## config.mk

```make
export PLATFORM = sky130hd
export DESIGN_NAME = dmem_arbiter
export DESIGN_NICKNAME = d
export VERILOG_FILES = /design/src/rtl/dmem_arbiter_pkg.sv /design/src/rtl/rr_arbiter2.sv /design/src/rtl/dmem_arbiter.sv
export SDC_FILE = /design/constraint.sdc
export NUM_CORES = 1
export LEC_CHECK = 0
export CORE_MARGIN = 8
export CORE_UTILIZATION = 44
export CTS_BUF_LIST = sky130_fd_sc_hd__clkbuf_8 sky130_fd_sc_hd__clkbuf_16
export DETAILED_ROUTE_END_ITERATION = 10
export PLACE_DENSITY = 0.86
export SKIP_CTS_REPAIR_TIMING = 1
export SLEW_MARGIN = 10
export SYNTH_ARGS = -nofsm -noshare
export SYNTH_HDL_FRONTEND = slang
export SYNTH_SLANG_ARGS = --single-unit
export TNS_END_PERCENT = 1
```

## constraint.sdc

```tcl
create_clock -name clock -period 7.99 [get_ports clock]
set_input_delay 1.1985 -clock clock [delete_from_list [all_inputs] [get_ports clock]]
set_output_delay 1.1985 -clock clock [all_outputs]
set_load 0.1 [all_outputs]
```

## src/rtl/dmem_arbiter_pkg.sv

```systemverilog
`default_nettype none
// ============================================================================
// Module      : dmem_arbiter_pkg
// Description : Shared types and constants for the data-memory arbiter:
//               sequencer state encoding and requester identifiers.
// Revision    : 1.0 - initial release
// ============================================================================
package dmem_arbiter_pkg;

  // Sequencer states: arbitrate, drive memory for one cycle, acknowledge
  typedef enum logic [1:0] {
    IDLE   = 2'd0,
    ACCESS = 2'd1,
    RESP   = 2'd2
  } state_t;

  // Requester identifiers (grant id encoding)
  localparam logic REQ_CPU    = 1'b0;
  localparam logic REQ_LOADER = 1'b1;

endpackage : dmem_arbiter_pkg
`default_nettype wire

```

## src/rtl/rr_arbiter2.sv

```systemverilog
`default_nettype none
// ============================================================================
// Module      : rr_arbiter2
// Description : Two-input grant selection. Round-robin by default using a
//               last-grant bit; fixed priority (port 0 wins ties) when the
//               DMEM_ARBITER_PRIORITY_EN macro is defined.
// Revision    : 1.0 - initial release
// ============================================================================
module rr_arbiter2
  import dmem_arbiter_pkg::*;
(
  input  logic clock,
  input  logic reset,
  input  logic req0,
  input  logic req1,
  input  logic update,    // a grant is being taken this cycle
  output logic grant_id,  // winning requester id
  output logic any_req
);

  assign any_req = req0 | req1;

`ifdef DMEM_ARBITER_PRIORITY_EN
  // Fixed priority: port 0 wins whenever it requests; no history kept
  always_comb begin
    grant_id = req0 ? REQ_CPU : REQ_LOADER;
  end
`else
  logic last_grant;

  // Tie goes to the port that did not win last; a single requester always wins
  always_comb begin
    grant_id = req0 ? REQ_CPU : REQ_LOADER;
    if (req0 && req1) begin
      grant_id = ~last_grant;
    end
  end

  // Remember the most recent winner; reset value makes port 0 win the first tie
  always_ff @(posedge clock or posedge reset) begin
    if (reset) begin
      last_grant <= REQ_LOADER;
    end else if (update && any_req) begin
      last_grant <= grant_id;
    end
  end
`endif

endmodule : rr_arbiter2
`default_nettype wire

```

## src/rtl/dmem_arbiter.sv

```systemverilog
`default_nettype none
// ============================================================================
// Module      : dmem_arbiter
// Description : Two-port arbiter/sequencer in front of a single-port data
//               memory. Each granted command takes IDLE -> ACCESS -> RESP:
//               memory controls are driven in ACCESS only, the ack pulses in
//               RESP. Out-of-range addresses suppress the memory strobe and
//               return zero data with an error flag.
//               Optional macro: DMEM_ARBITER_PRIORITY_EN (fixed priority).
// Revision    : 1.0 - initial release
// ============================================================================
module dmem_arbiter
  import dmem_arbiter_pkg::*;
#(
  parameter int DATA_WIDTH = 32,
  parameter int ADDR_WIDTH = 32,
  parameter int MEM_SIZE   = 256
) (
  input  logic                  clock,
  input  logic                  reset,
  input  logic                  req0,
  input  logic                  req1,
  input  logic                  we0,
  input  logic                  we1,
  input  logic [ADDR_WIDTH-1:0] addr0,
  input  logic [ADDR_WIDTH-1:0] addr1,
  input  logic [DATA_WIDTH-1:0] wdata0,
  input  logic [DATA_WIDTH-1:0] wdata1,
  output logic                  ack0,
  output logic                  ack1,
  output logic [DATA_WIDTH-1:0] rdata0,
  output logic [DATA_WIDTH-1:0] rdata1,
  output logic                  err0,
  output logic                  err1,
  output logic [ADDR_WIDTH-1:0] memAddress,
  output logic [DATA_WIDTH-1:0] memWriteData,
  output logic                  memWrite,
  output logic                  memRead,
  input  logic [DATA_WIDTH-1:0] memReadData
);

  // One extra bit so MEM_SIZE itself is representable for the compare
  localparam logic [ADDR_WIDTH:0] MEM_LIMIT = (ADDR_WIDTH+1)'(MEM_SIZE);

  state_t                state;
  state_t                state_next;
  logic                  grant_id;
  logic                  any_req;
  logic                  take_grant;
  logic                  sel_we;
  logic [ADDR_WIDTH-1:0] sel_addr;
  logic [DATA_WIDTH-1:0] sel_wdata;
  logic                  cmd_id;
  logic                  cmd_we;
  logic                  cmd_err;
  logic [ADDR_WIDTH-1:0] cmd_addr;
  logic [DATA_WIDTH-1:0] cmd_wdata;

  assign take_grant = (state == IDLE);

  rr_arbiter2 u_arb (
    .clock    (clock),
    .reset    (reset),
    .req0     (req0),
    .req1     (req1),
    .update   (take_grant),
    .grant_id (grant_id),
    .any_req  (any_req)
  );

  // Route the winning requester's command fields
  always_comb begin
    sel_we    = (grant_id == REQ_LOADER) ? we1    : we0;
    sel_addr  = (grant_id == REQ_LOADER) ? addr1  : addr0;
    sel_wdata = (grant_id == REQ_LOADER) ? wdata1 : wdata0;
  end

  // Sequencer state register
  always_ff @(posedge clock or posedge reset) begin
    if (reset) begin
      state <= IDLE;
    end else begin
      state <= state_next;
    end
  end

  // Next state and memory strobes; strobes only in ACCESS and never for a bad address
  always_comb begin
    state_next   = state;
    memWrite     = 1'b0;
    memRead      = 1'b0;
    memAddress   = cmd_addr;
    memWriteData = cmd_wdata;
    case (state)
      IDLE: begin
        if (any_req) begin
          state_next = ACCESS;
        end
      end
      ACCESS: begin
        memWrite   = cmd_we & ~cmd_err;
        memRead    = ~cmd_we & ~cmd_err;
        state_next = RESP;
      end
      RESP: begin
        state_next = IDLE;
      end
      default: begin
        state_next = IDLE;
      end
    endcase
  end

  // Capture the granted command and its range check when leaving IDLE
  always_ff @(posedge clock or posedge reset) begin
    if (reset) begin
      cmd_id    <= REQ_CPU;
      cmd_we    <= 1'b0;
      cmd_err   <= 1'b0;
      cmd_addr  <= '0;
      cmd_wdata <= '0;
    end else if (take_grant && any_req) begin
      cmd_id    <= grant_id;
      cmd_we    <= sel_we;
      cmd_err   <= ({1'b0, sel_addr} >= MEM_LIMIT);
      cmd_addr  <= sel_addr;
      cmd_wdata <= sel_wdata;
    end
  end

  // Leaving ACCESS: raise the winner's ack/err for the RESP cycle and update its read data
  always_ff @(posedge clock or posedge reset) begin
    if (reset) begin
      ack0   <= 1'b0;
      ack1   <= 1'b0;
      err0   <= 1'b0;
      err1   <= 1'b0;
      rdata0 <= '0;
      rdata1 <= '0;
    end else begin
      ack0 <= 1'b0;
      ack1 <= 1'b0;
      err0 <= 1'b0;
      err1 <= 1'b0;
      if (state == ACCESS) begin
        if (cmd_id == REQ_LOADER) begin
          ack1 <= 1'b1;
          err1 <= cmd_err;
          if (cmd_err) begin
            rdata1 <= '0;
          end else if (!cmd_we) begin
            rdata1 <= memReadData;
          end
        end else begin
          ack0 <= 1'b1;
          err0 <= cmd_err;
          if (cmd_err) begin
            rdata0 <= '0;
          end else if (!cmd_we) begin
            rdata0 <= memReadData;
          end
        end
      end
    end
  end

endmodule : dmem_arbiter
`default_nettype wire

```

Word level (Yosys, flattened, before mapping)
Index checks and enable logic that the tools add are counted.
{"block": "totals", "inputBits": 166, "output_inout_bits": 134, "reg_bits": 138, "wordCells": 48}
{"block": "classes", "muxes": 19, "n_reduce_logical": 5, "n_bitwise": 7, "n_lt_le_gt_ge": 1, "n_eq_ne": 3}
{"operator": "2-to-1 mux 32 bit", "n": 4}
{"operator": "greater-or-equal comparator 32 x 9 -> 1 bit (second input constant)", "n": 1}
{"operator": "2-to-1 mux 1 bit", "n": 13}
{"operator": "AND reduction 3 bit", "n": 2}
{"operator": "NOT 1 bit", "n": 4}
{"operator": "one-hot mux 2 bit (2 select lines)", "n": 1}
{"operator": "bitwise AND 1 bit", "n": 2}
{"operator": "== test 2 x 1 -> 1 bit (second input constant)", "n": 1}
{"operator": "logical AND 1 bit", "n": 2}
{"operator": "zero test 2 bit", "n": 1}
{"operator": "2-to-1 mux 2 bit", "n": 1}
{"operator": "!= test 2 x 1 -> 1 bit (second input constant)", "n": 1}
{"operator": "!= test 2 bit (second input constant)", "n": 1}
{"operator": "OR 1 bit", "n": 1}

Depth between registers and ports, before layout
Gate-level depths: netlist of the first run.
{"block": "depth", "word_depth": 4, "ltp_mapped": 7, "ltp_nobuf": 5}

Modules after synthesis
A second synthesis of the first run with hierarchy kept.
{"block": "unflattened", "hier_cells": 570, "hier_area_um2": 6060.8}
{"mod": "dmem_arbiter", "n_inst": 1, "seq_area_each_um2": 3428.3, "cells_per_inst": 563, "area_each_um2": 6004.5}
{"mod": "rr_arbiter2", "n_inst": 1, "seq_area_each_um2": 26.3, "cells_per_inst": 7, "area_each_um2": 56.3}

Worst setup path before layout of the first run
OpenSTA, ideal clock, no wires.
{"block": "synth_path", "path_kind": "reg2out", "start": "register cmd_err", "end": "output memRead", "n_path_buf": 2, "path_stages_with_launch": 4, "slack_ns": 4.071, "arrival_ns": 2.720, "required_ns": 6.792, "cell_sequence": "dfrtp_1 buf_2 clkbuf_1 nor3_1"}
{"block": "synth_between", "elab_chain_len": 3}
{"element": "from (decl)", "line_no": "dmem_arbiter.sv:55", "rtl": "logic cmd_err;"}
{"element": "from (signal assigned)", "line_no": "dmem_arbiter.sv:125", "rtl": "cmd_err <= ({1'b0, sel_addr} >= MEM_LIMIT);"}
{"element": "NOT 1 bit", "line_no": "dmem_arbiter.sv:102", "rtl": "memRead = ~cmd_we & ~cmd_err;"}
{"element": "bitwise AND 1 bit", "line_no": "dmem_arbiter.sv:102"}
{"element": "2-to-1 mux 1 bit", "line_no": "dmem_arbiter.sv:94", "rtl": "case (state)"}
{"element": "to (decl)", "line_no": "dmem_arbiter.sv:38", "rtl": "output logic memRead,"}
Every way passes these cells.

Worst setup path in the final report of the first run
{"block": "layout_path", "start": "register cmd_err", "end": "output memWrite"}
{"block": "layout_between", "elab_chain_len": 3}
{"element": "NOT 1 bit", "line_no": "dmem_arbiter.sv:101", "rtl": "memWrite = cmd_we & ~cmd_err;"}
{"element": "bitwise AND 1 bit", "line_no": "dmem_arbiter.sv:101"}
{"element": "2-to-1 mux 1 bit", "line_no": "dmem_arbiter.sv:94"}
{"element": "to (decl)", "line_no": "dmem_arbiter.sv:37", "rtl": "output logic memWrite,"}
Every way passes these cells.

==> summary.txt, run 1 <==
Clock network
  – Clk sinks: 138
  – Clk buf depth: 2
  – H-tree depth: 4
  – Reg clk slew, reported paths: 60 ps
  – CTS tree: yes
  – Clock Root Buffer: clkbuf_16
  – Clk Latency, worst-skew pair: 410 ps
  – TritonCTS buffer count: 17

Global route
  – First-pass GRT wire length: 29500 um
  – Vias in the first global route: 5477
  – GRT Util Overall: 21.1%
  – Grt total ovfl: 0
  – Initial antenna violation count: 1
  – Largest net degree at the start of global routing: 102

Logic synthesis
  – Synth Area in Compound Gates: 9.10%
  – Yosys top cell area share: 56.3%
  – Yosys top cell by area: dfrtp_1
  – Simple logic cell fraction of the synthesized area: 12.4%
  – Synth Area in XOR/XNOR: 0%
  – Post-synth ARST share: 100%
  – Top-count cell post-synth: dfrtp_1
  – Yosys warning count: 0
  – Syn Std Cell Area: 6090 um2
  – Primary FF master, synth: dfrtp_1
  – Syn Nets: 733
  – Synth cell types: 30
  – Synth cell count leaders: 137 x dfrtp_1, 97 x mux2i_1, 68 x nor2_1
  – Main area contributors after synthesis: dfrtp_1 56%, mux2i_1 16%, a21oi_1 4.7%
  – Synth Register Bits: 138
  – Combinational family with the most area after synthesis: multiplexers
  – Multiplexer share of the synthesized area: 16.3%
  – Post-synth EDFFs: 0
  – Synthesized area per cell: 10.7 um2
  – Synth Instances: 567
  – Post-Synth Adder-Cell Area: 0%
  – Seq/Total Area, Yosys: 56.7%

Timing
  – Final Hold Viols: 0
  – Slew Viols, Final: 0
  – Fmax: 0.249 GHz
  – Slew @ Worst Pin: 1220 ps
  – Clock skew: 6.70 ps
  – Period minus WS final: 4020 ps
  – Setup TNS: 0 ps
  – WHS: 481 ps
  – RSZ-0062 raised after global routing: false
  – # setup viols final: 0
  – Relative slew margins: 18.7%
  – Final period utilization: 50.3%

Critical path
  – FF-to-FF path depth: 3
  – R2R setup slack: 5610 ps
  – Worst EP required: 6790 ps
  – Worst flop-to-flop path endpoint: rdata0[27]
  – CP max FO: 37
  – CP endpoint kind: primary output
  – Worst reg2reg path startpoint: cmd_err
  – Critical Path AT: 2820 ps
  – Startpoint Class: register
  – Crit Path Category: register to primary output

Finish
  – Net count, final: 1020
  – Post-route non-filler standard cell count: 1046
  – Syn-to-layout area delta: 60.0%
  – Util after Layout: 71.1%
  – # fillers: 1004
  – Fraction of layout cells with a size suffix above 1: 6.12%
  – ANT cells: 0

Placement
  – Input/output buffers: 299
  – Placed insts: 1015
  – GPL Wtd Cong: 0.779
  – Detail Placement HPWL: 14100 um

Pwr
  – Power share of the combinational group: 59.0%
  – Internal power: 2.05 mW
  – VDD IR max: 336 uV
  – Switching share of power: 54.6%
  – Sw Pwr: 2.46 mW
  – Clock power frac: 17.7%
  – Static leakage: 4.30 nW
  – Total Power: 4.51 mW
  – Seq pwr share: 23.3%
  – Pwr dens: 463 nW/um2

Floorplan
  – Die height: 134 um
  – Starting Density: 44.4%
  – DIE AREA: 17900 um2
  – Area of the core: 13700 um2
  – I/O pin count: 300
  – Standard-cell row count: 43
  – Die Width: 134 um

Min path
  – Hold Path Depth: 2
  – WHS Endpoint: rdata1[8]
  – Hold_sp: rdata1[8]
  – Tightest Hold Check Type: register to register

Detailed routing
  – Final wirelength: 19000 um
  – Antenna viol nets, final: 0
  – DRC: 0
  – DR vias: 5196
  – Post-DR vias/cell: 4.97
  – Iter 0 DRT Violations: 260
  – First-pass detailed-route iteration total: 4
  – WL/cell: 18.1 um

Run
  – Max Cap Viol: 0

Run status
  – Status: completed
## power by group through the flow
stage	sequential [mW]	clock, mW	combinational (mW)
2_1_floorplan	2.57	0	0.491
6_report	1.05	0.799	2.66
3_5_place_dp	1.06	0	2.67
4_1_cts	1.05	0.812	2.68
3_3_place_gp	1.05	0	2.65
5_1_grt	1.08	0.846	2.76
## stage by stage
step | setup WS [ps] | instance area, um2
floorplan | 3100 | 6090
detailed placement | 4360 | 9150
finish | 3970 | 9750
CTS | 3930 | 9750
global route | 3810 | 9750
global placement | 4410 | 9150
## logic make-up after synthesis
group,after synthesis
flops,138
mux,99
simple gates,158
buf+inv,70
compound gates,102
## cell type report
| class | instances | area, um2 | share of cell area (%) |
|---|---|---|---|
| well taps | 180 | 225 | 2.31 |
| inverters | 35 | 136 | 1.40 |
| clock buffers | 19 | 453 | 4.64 |
| flip-flops and latches | 138 | 3450 | 35.4 |
| repair buffers | 303 | 3020 | 31.0 |
| multi-input cells | 359 | 2310 | 23.7 |
| clock inverters | 12 | 149 | 1.53 |
## cell usage in the layout, fill, tap and decap left out, types with 17 or more instances in the layout
master and instances:
mux2i_1 97, clkdlybuf4s50_1 299, inv_1 34, nor2_1 68, nand2b_1 34, a21oi_1 57
nand2_1 34, clkbuf_16 17, o21ai_1 32, dfrtp_1 137
## critical path: stages (launching register included)
cell and delay [ps]:
dfrtp_1 760, nand2b_1 380, nor2_1 120, clkdlybuf4s50_1 1150
## flip-flops by register name, indices dropped and copies added (netlist names)
signal,cells
rdata1,32
err1,1
memAddress,32
cmd_id,1
cmd_err,1
state,2
rdata0,32
ack0,1
ack1,1
memWriteData,32
cmd_we,1
err0,1
u_arb.last_grant,1
## worst max path at each step
stage,from,endpoint,slack (ps),cells past startpoint
4_1_cts,cmd_err,memWrite,3930,3
3_3_place_gp,cmd_err,memWrite,4410,3
5_1_grt,cmd_err,memWrite,3810,3
3_5_place_dp,cmd_err,memWrite,4360,3
2_1_floorplan,reset,ack0,3100,1
6_report,cmd_err,memWrite,3970,3
## metal layers
layer | up-vias | global-route usage (%) | wire length (um)
met5 | - | 0 | 13
met4 | 2 | 6.30 | 281
met3 | 27 | 8.51 | 1720
met2 | 209 | 36.1 | 9520
met1 | 2465 | 23.7 | 7430
li1 | 2493 | - | -
Note: power is estimated with default switching activity, not from simulation.
==> run 2, diff against run 1 <==
--- a/config.mk
+++ b/config.mk
@@ -6,10 +6,10 @@
 export NUM_CORES = 1
 export LEC_CHECK = 0
 export CORE_MARGIN = 8
-export CORE_UTILIZATION = 44
+export CORE_UTILIZATION = 37
 export CTS_BUF_LIST = sky130_fd_sc_hd__clkbuf_8 sky130_fd_sc_hd__clkbuf_16
 export DETAILED_ROUTE_END_ITERATION = 10
-export PLACE_DENSITY = 0.86
+export PLACE_DENSITY = 0.77
 export SKIP_CTS_REPAIR_TIMING = 1
 export SLEW_MARGIN = 10
 export SYNTH_ARGS = -nofsm -noshare
==> constraint.sdc (replaced) <==
create_clock -name clock -period 3.5 [get_ports clock]
set_input_delay 0.525 -clock clock [delete_from_list [all_inputs] [get_ports clock]]
set_output_delay 0.525 -clock clock [all_outputs]
set_load 0.1 [all_outputs]
==> summary.txt, run 2 (synthesized netlist as in run 1, its figures left out) <==
Critical path
  – Cell family with most CP delay: buffers and inverters (unchanged)
  – Crit Path Category: register to primary output (unchanged)
  – WP buf/inv: 1 (unchanged)
  – Crit-path max cell delay: 1160 ps (was 1150 ps)
  – R2R setup slack: 1650 ps (was 5610 ps)
  – CP max FO: 2 (was 37)
  – Worst reg2reg path startpoint: u_arb.last_grant (was cmd_err)
  – CP endpoint kind: primary output (unchanged)
  – Startpoint Class: register (unchanged)
  – CP max-delay cell: clkdlybuf4s50_1 (unchanged)
  – Critical Path AT: 1980 ps (was 2820 ps)
  – FF-to-FF path depth: 5 (was 3)
  – Cell-by-cell trace of the critical path: clkdlybuf4s50_1 (was nand2b_1, nor2_1, clkdlybuf4s50_1)
  – Worst EP required: 2970 ps (was 6790 ps)
  – Worst flop-to-flop path endpoint: cmd_err (was rdata0[27])

Detailed routing
  – Met3 WL: 2160 um (was 1720 um)
  – DRC: 0 (unchanged)
  – WL/cell: 17.2 um (was 18.1 um)
  – Final wirelength: 18800 um (was 19000 um)
  – Antenna viol nets, final: 0 (unchanged)
  – DR vias: 5140 (was 5196)
  – Routed wl met2: 8890 um (was 9520 um)
  – M1 WL: 7470 um (was 7430 um)
  – Iter 0 DRT Violations: 206 (was 260)
  – Post-DR vias/cell: 4.71 (was 4.97)
  – First-pass detailed-route iteration total: 4 (unchanged)
  – Top layer in use: met4 (was met5)

Global route
  – First-pass GRT wire length: 28900 um (was 29500 um)
  – Largest net degree at the start of global routing: 139 (was 102)
  – Vias in the first global route: 5337 (was 5477)
  – Initial antenna violation count: 0 (was 1)
  – GRT Util Overall: 18.0% (was 21.1%)
  – Grt total ovfl: 0 (unchanged)

Timing
  – WHS: 486 ps (was 481 ps)
  – Slew @ Worst Pin: 1030 ps (was 1220 ps)
  – Fmax: 0.399 GHz
  – Clock skew: 9.86 ps (was 6.70 ps)
  – Final worst slack: 992 ps (was 3970 ps)
  – Period minus WS final: 2510 ps
  – # setup viols final: 0 (unchanged)
  – RSZ-0062 raised after global routing: false (unchanged)
  – Final Hold Viols: 0 (unchanged)
  – Relative slew margins: 31.0% (was 18.7%)
  – Final period utilization: 71.7%
  – Setup TNS: 0 ps (unchanged)
  – Slew Viols, Final: 0 (unchanged)

Clock network
  – Clock Root Buffer: clkbuf_16 (unchanged)
  – Clk sinks: 138 (unchanged)
  – Reg clk slew, reported paths: 60 ps (about the same)
  – H-tree depth: 4 (unchanged)
  – CTS tree: yes (unchanged)
  – Clk Latency, worst-skew pair: 410 ps (about the same)
  – Clk buf depth: 2 (unchanged)
  – TritonCTS buffer count: 17 (unchanged)

Pwr
  – Pwr dens: 1040 nW/um2 (was 463 nW/um2)
  – VDD IR max: 599 uV (was 336 uV)
  – Sw Pwr: 5.64 mW (was 2.46 mW)
  – Seq pwr share: 23.3% (about the same)
  – Switching share of power: 54.7% (was 54.6%)
  – Clock power frac: 17.5% (was 17.7%)
  – Internal power: 4.68 mW (was 2.05 mW)
  – Power share of the combinational group: 59.2% (was 59.0%)
  – Static leakage: 4.34 nW (was 4.30 nW)

Min path
  – Hold Path Depth: 2 (unchanged)
  – Tightest Hold Check Type: register to register (unchanged)
  – WHS Endpoint: rdata1[15] (was rdata1[8])
  – Hold_sp: rdata1[15] (was rdata1[8])

Floorplan
  – Area of the core: 16300 um2 (was 13700 um2)
  – Die Width: 144 um (was 134 um)
  – DIE AREA: 20800 um2 (was 17900 um2)
  – Starting Density: 37.3% (was 44.4%)
  – Standard-cell row count: 47 (was 43)
  – I/O pin count: 300 (unchanged)
  – Die height: 144 um (was 134 um)

Placement
  – Worst slack at placement: 997 ps (was 4360 ps)
  – Detail Placement HPWL: 14300 um (was 14100 um)
  – GPL Wtd Cong: 0.818 (was 0.779)
  – Input/output buffers: 299 (unchanged)

Finish
  – Syn-to-layout area delta: 62.3% (was 60.0%)
  – Commonest non-fill, non-tap cell in the layout: clkdlybuf4s50_1 (unchanged)
  – Net count, final: 1026 (was 1020)
  – Fraction of layout cells with a size suffix above 1: 7.00% (was 6.12%)
  – ANT cells: 0 (unchanged)
  – Highest-count cells in the layout ignoring fill and taps: 297 x clkdlybuf4s50_1, 137 x dfrtp_1, 97 x mux2i_1, 68 x nor2_1, 57 x a21oi_1 (was 299 x clkdlybuf4s50_1, 137 x dfrtp_1, 97 x mux2i_1, 68 x nor2_1, 57 x a21oi_1)

Run status
  – Status: completed (unchanged)

Run
  – Max Cap Viol: 0 (unchanged)
-- run 2: area by class of cell --
| class | count | area (um2) |
|---|---|---|
| Tap cell | 220 | 275 |
| Timing Repair Buffer | 309 | 3110 |
| Inverter | 35 | 135 |
| Clock buffer | 17 | 425 |
| Sequential cell | 138 | 3450 |
| Clock inverter | 14 | 173 |
| Multi-Input combinational cell | 359 | 2310 |
| Fill cell | 1402 | 6460 |
-- run 2: worst max-delay path by stage --
stage	startpoint	end	slack, ps	cells past startpoint
after floorplan	cmd_err	memRead	250	3
after global placement	req1	memAddress[14]	1050	6
after detailed placement	req0	memAddress[14]	1000	6
after CTS	memAddress[6]	memAddress[6]	940	1
after global routing	memAddress[6]	memAddress[6]	920	1
final	memWriteData[5]	memWriteData[5]	990	1
-- run 2: per-stage QoR --
step / area, um2 / instances / power (mW) / util, %
after floorplan: 6100 / 567 / 7.00 / -
after global placement: 9290 / 1061 / 8.52 / 56.8
after detailed placement: 9290 / 1061 / 8.56 / 56.8
after CTS: 9890 / 1092 / 10.4 / 60.5
after global routing: 9890 / 1092 / 10.7 / 60.5
final: 9890 / 1092 / 10.3 / 60.5
-- run 2: layer usage --
layer,up-vias,track usage (%)
li1,2504,-
met5,-,0
met2,216,28.8
met3,19,8.02
met1,2401,21.4
met4,0,5.70
-- run 2: worst min-delay path, cell delays in order, from the launching register on --
cell and delay [ps]:
dfrtp_1 340, nand2_1 50, o21ai_1 60
-- run 2: power by group through the flow --
stage / logic, mW / clock network, mW / registers [mW]
2_1_floorplan: 1.12 / 0 / 5.88
3_3_place_gp: 6.10 / 0 / 2.41
3_5_place_dp: 6.14 / 0 / 2.43
4_1_cts: 6.15 / 1.85 / 2.41
5_1_grt: 6.35 / 1.91 / 2.47
6_report: 6.10 / 1.81 / 2.40
==> run 3, diff against run 2 <==
--- a/config.mk
+++ b/config.mk
@@ -6,10 +6,10 @@
 export NUM_CORES = 1
 export LEC_CHECK = 0
 export CORE_MARGIN = 8
-export CORE_UTILIZATION = 37
+export CORE_UTILIZATION = 41
 export CTS_BUF_LIST = sky130_fd_sc_hd__clkbuf_8 sky130_fd_sc_hd__clkbuf_16
 export DETAILED_ROUTE_END_ITERATION = 10
-export PLACE_DENSITY = 0.77
+export PLACE_DENSITY = 0.81
 export SKIP_CTS_REPAIR_TIMING = 1
 export SLEW_MARGIN = 10
 export SYNTH_ARGS = -nofsm -noshare
==> constraint.sdc (replaced) <==
create_clock -name clock -period 2.5 [get_ports clock]
set_input_delay 0.375 -clock clock [delete_from_list [all_inputs] [get_ports clock]]
set_output_delay 0.375 -clock clock [all_outputs]
set_load 0.1 [all_outputs]
==> summary.txt, run 3 (synthesized netlist as in run 1, its figures left out) <==
Pwr
  – VDD IR max: 943 uV (was 599 uV)
  – Total Power: 14.5 mW (was 10.3 mW)
  – Pwr dens: 1500 nW/um2 (was 1040 nW/um2)
  – Static leakage: 4.58 nW (was 4.34 nW)

Finish
  – Commonest non-fill, non-tap cell in the layout: clkdlybuf4s50_1 (unchanged)
  – # fillers: 1169 (was 1402)
  – Highest-count cells in the layout ignoring fill and taps: 165 x clkdlybuf4s50_1, 140 x buf_4, 137 x dfrtp_1, 97 x mux2i_1, 68 x nor2_1 (was 297 x clkdlybuf4s50_1, 137 x dfrtp_1, 97 x mux2i_1, 68 x nor2_1, 57 x a21oi_1)
  – ANT cells: 0 (unchanged)
  – Post-route non-filler standard cell count: 1060 (was 1092)
  – Fraction of layout cells with a size suffix above 1: 22.5% (was 7.00%)
  – Sequential Area: 3450 um2 (unchanged)
  – Multi-input gate area: 2310 um2 (unchanged)
  – Net count, final: 1031 (was 1026)
  – Syn-to-layout area delta: 58.4% (was 62.3%)

Detailed routing
  – Iter 0 DRT Violations: 142 (was 206)
  – First-pass detailed-route iteration total: 4 (unchanged)
  – Antenna viol nets, final: 0 (unchanged)
  – DR vias: 5091 (was 5140)
  – WL/cell: 18.1 um (was 17.2 um)
  – DRC: 0 (unchanged)
  – Post-DR vias/cell: 4.80 (was 4.71)
  – Final wirelength: 19200 um (was 18800 um)

Timing
  – Setup TNS: 0 ps (unchanged)
  – # setup viols final: 0 (unchanged)
  – Slew @ Worst Pin: 445 ps (was 1030 ps)
  – Slew Viols, Final: 0 (unchanged)
  – Clock skew: 5.41 ps (was 9.86 ps)
  – Fmax: 0.501 GHz
  – Period minus WS final: 2000 ps
  – Final Hold Viols: 0 (unchanged)
  – RSZ-0062 raised after global routing: false (unchanged)
  – Final period utilization: 79.8%
  – Relative slew margins: 70.1% (was 31.0%)

Floorplan
  – DIE AREA: 19000 um2 (was 20800 um2)
  – Standard-cell row count: 44 (was 47)
  – Die Width: 138 um (was 144 um)
  – I/O pin count: 300 (unchanged)
  – Starting Density: 41.9% (was 37.3%)
  – Area of the core: 14500 um2 (was 16300 um2)
  – Die height: 138 um (was 144 um)

Critical path
  – Crit Path Category: register to primary output (unchanged)
  – CP endpoint kind: primary output (unchanged)
  – Crit-path max cell delay: 370 ps (was 1160 ps)
  – Critical Path AT: 1620 ps (was 1980 ps)
  – CP max FO: 36 (was 2)
  – WP buf/inv: 2 (was 1)
  – Startpoint Class: register (unchanged)
  – CP max-delay cell: dfrtp_1 (was clkdlybuf4s50_1)
  – Worst flop-to-flop path endpoint: rdata0[26] (was cmd_err)
  – FF-to-FF path depth: 5 (unchanged)
  – R2R setup slack: 770 ps (was 1650 ps)
  – Worst reg2reg path startpoint: state[1] (was u_arb.last_grant)
  – Cell family with most CP delay: buffers and inverters (unchanged)
  – Cell-by-cell trace of the critical path: buf_4, nor3_1, buf_12 (was clkdlybuf4s50_1)
  – Worst EP required: 2120 ps (was 2970 ps)

Clock network
  – Clk buf depth: 2 (unchanged)
  – TritonCTS buffer count: 17 (unchanged)
  – Clk Latency, worst-skew pair: 410 ps (about the same)
  – H-tree depth: 4 (unchanged)
  – CTS tree: yes (unchanged)
  – Clock Root Buffer: clkbuf_16 (unchanged)
  – Clk sinks: 138 (unchanged)
  – Reg clk slew, reported paths: 50 ps (was 60 ps)

Run
  – Max Cap Viol: 0 (unchanged)

Min path
  – Tightest Hold Check Type: input pin to asynchronous set/reset pin (was register to register)

Global route
  – Vias in the first global route: 5600 (was 5337)
  – Initial antenna violation count: 0 (unchanged)
  – GRT Util Overall: 20.1% (was 18.0%)
  – Grt total ovfl: 0 (unchanged)
  – First-pass GRT wire length: 29400 um (was 28900 um)
  – Largest net degree at the start of global routing: 71 (was 139)

Placement
  – Detail Placement HPWL: 14600 um (was 14300 um)
  – Placed insts: 1030 (was 1061)
  – GPL Wtd Cong: 0.787 (was 0.818)
  – Input/output buffers: 299 (unchanged)

Run status
  – Status: completed (unchanged)
run 3: report_power, final:
group,leakage (nW),switching (mW),internal (mW)
Clock,0.306,0.938,1.78
Combinational,2.56,6.55,1.83
Sequential,1.71,0.404,2.96
run 3: cell type report:
cell class	count	share of cell area [%]
Inverter	35	1.40
Tap cell	184	2.39
Clock inverter	12	2.06
Sequential cell	138	35.8
Clock buffer	18	4.55
Multi-Input combinational cell	359	23.9
Timing Repair Buffer	314	29.9
run 3: worst max path at each step:
stage	startpoint	endpoint	cells after the start
floorplan	cmd_err	memRead	3
global placement	req1	memWriteData[8]	6
detailed placement	req1	memAddress[17]	6
CTS	cmd_err	memRead	3
global route	cmd_err	memRead	3
finish	cmd_err	memRead	3
run 3: per-layer routing:
| metal | global-route usage (%) | vias up | wire length [um] |
|---|---|---|---|
| met5 | 0 | - | 0 |
| met4 | 7.34 | 0 | 302 |
| met3 | 7.10 | 20 | 1780 |
| met2 | 34.4 | 203 | 9580 |
| met1 | 22.7 | 2367 | 7530 |
| li1 | - | 2501 | - |
run 3: per-stage QoR:
stage	cell area (um2)	hold slack (ps)	setup WS, ps	util, %
after CTS	9650	453	457	66.4
final	9650	441	505	66.4
after global routing	9650	468	417	66.4
after global placement	9010	469	484	62.0
after detailed placement	9010	476	425	62.0
after floorplan	6100	496	-595	-
run 3: worst min-delay path: stages:
cell and delay (ps):
clkdlybuf4s50_1 440, clkinvlp_4 120, buf_12 320
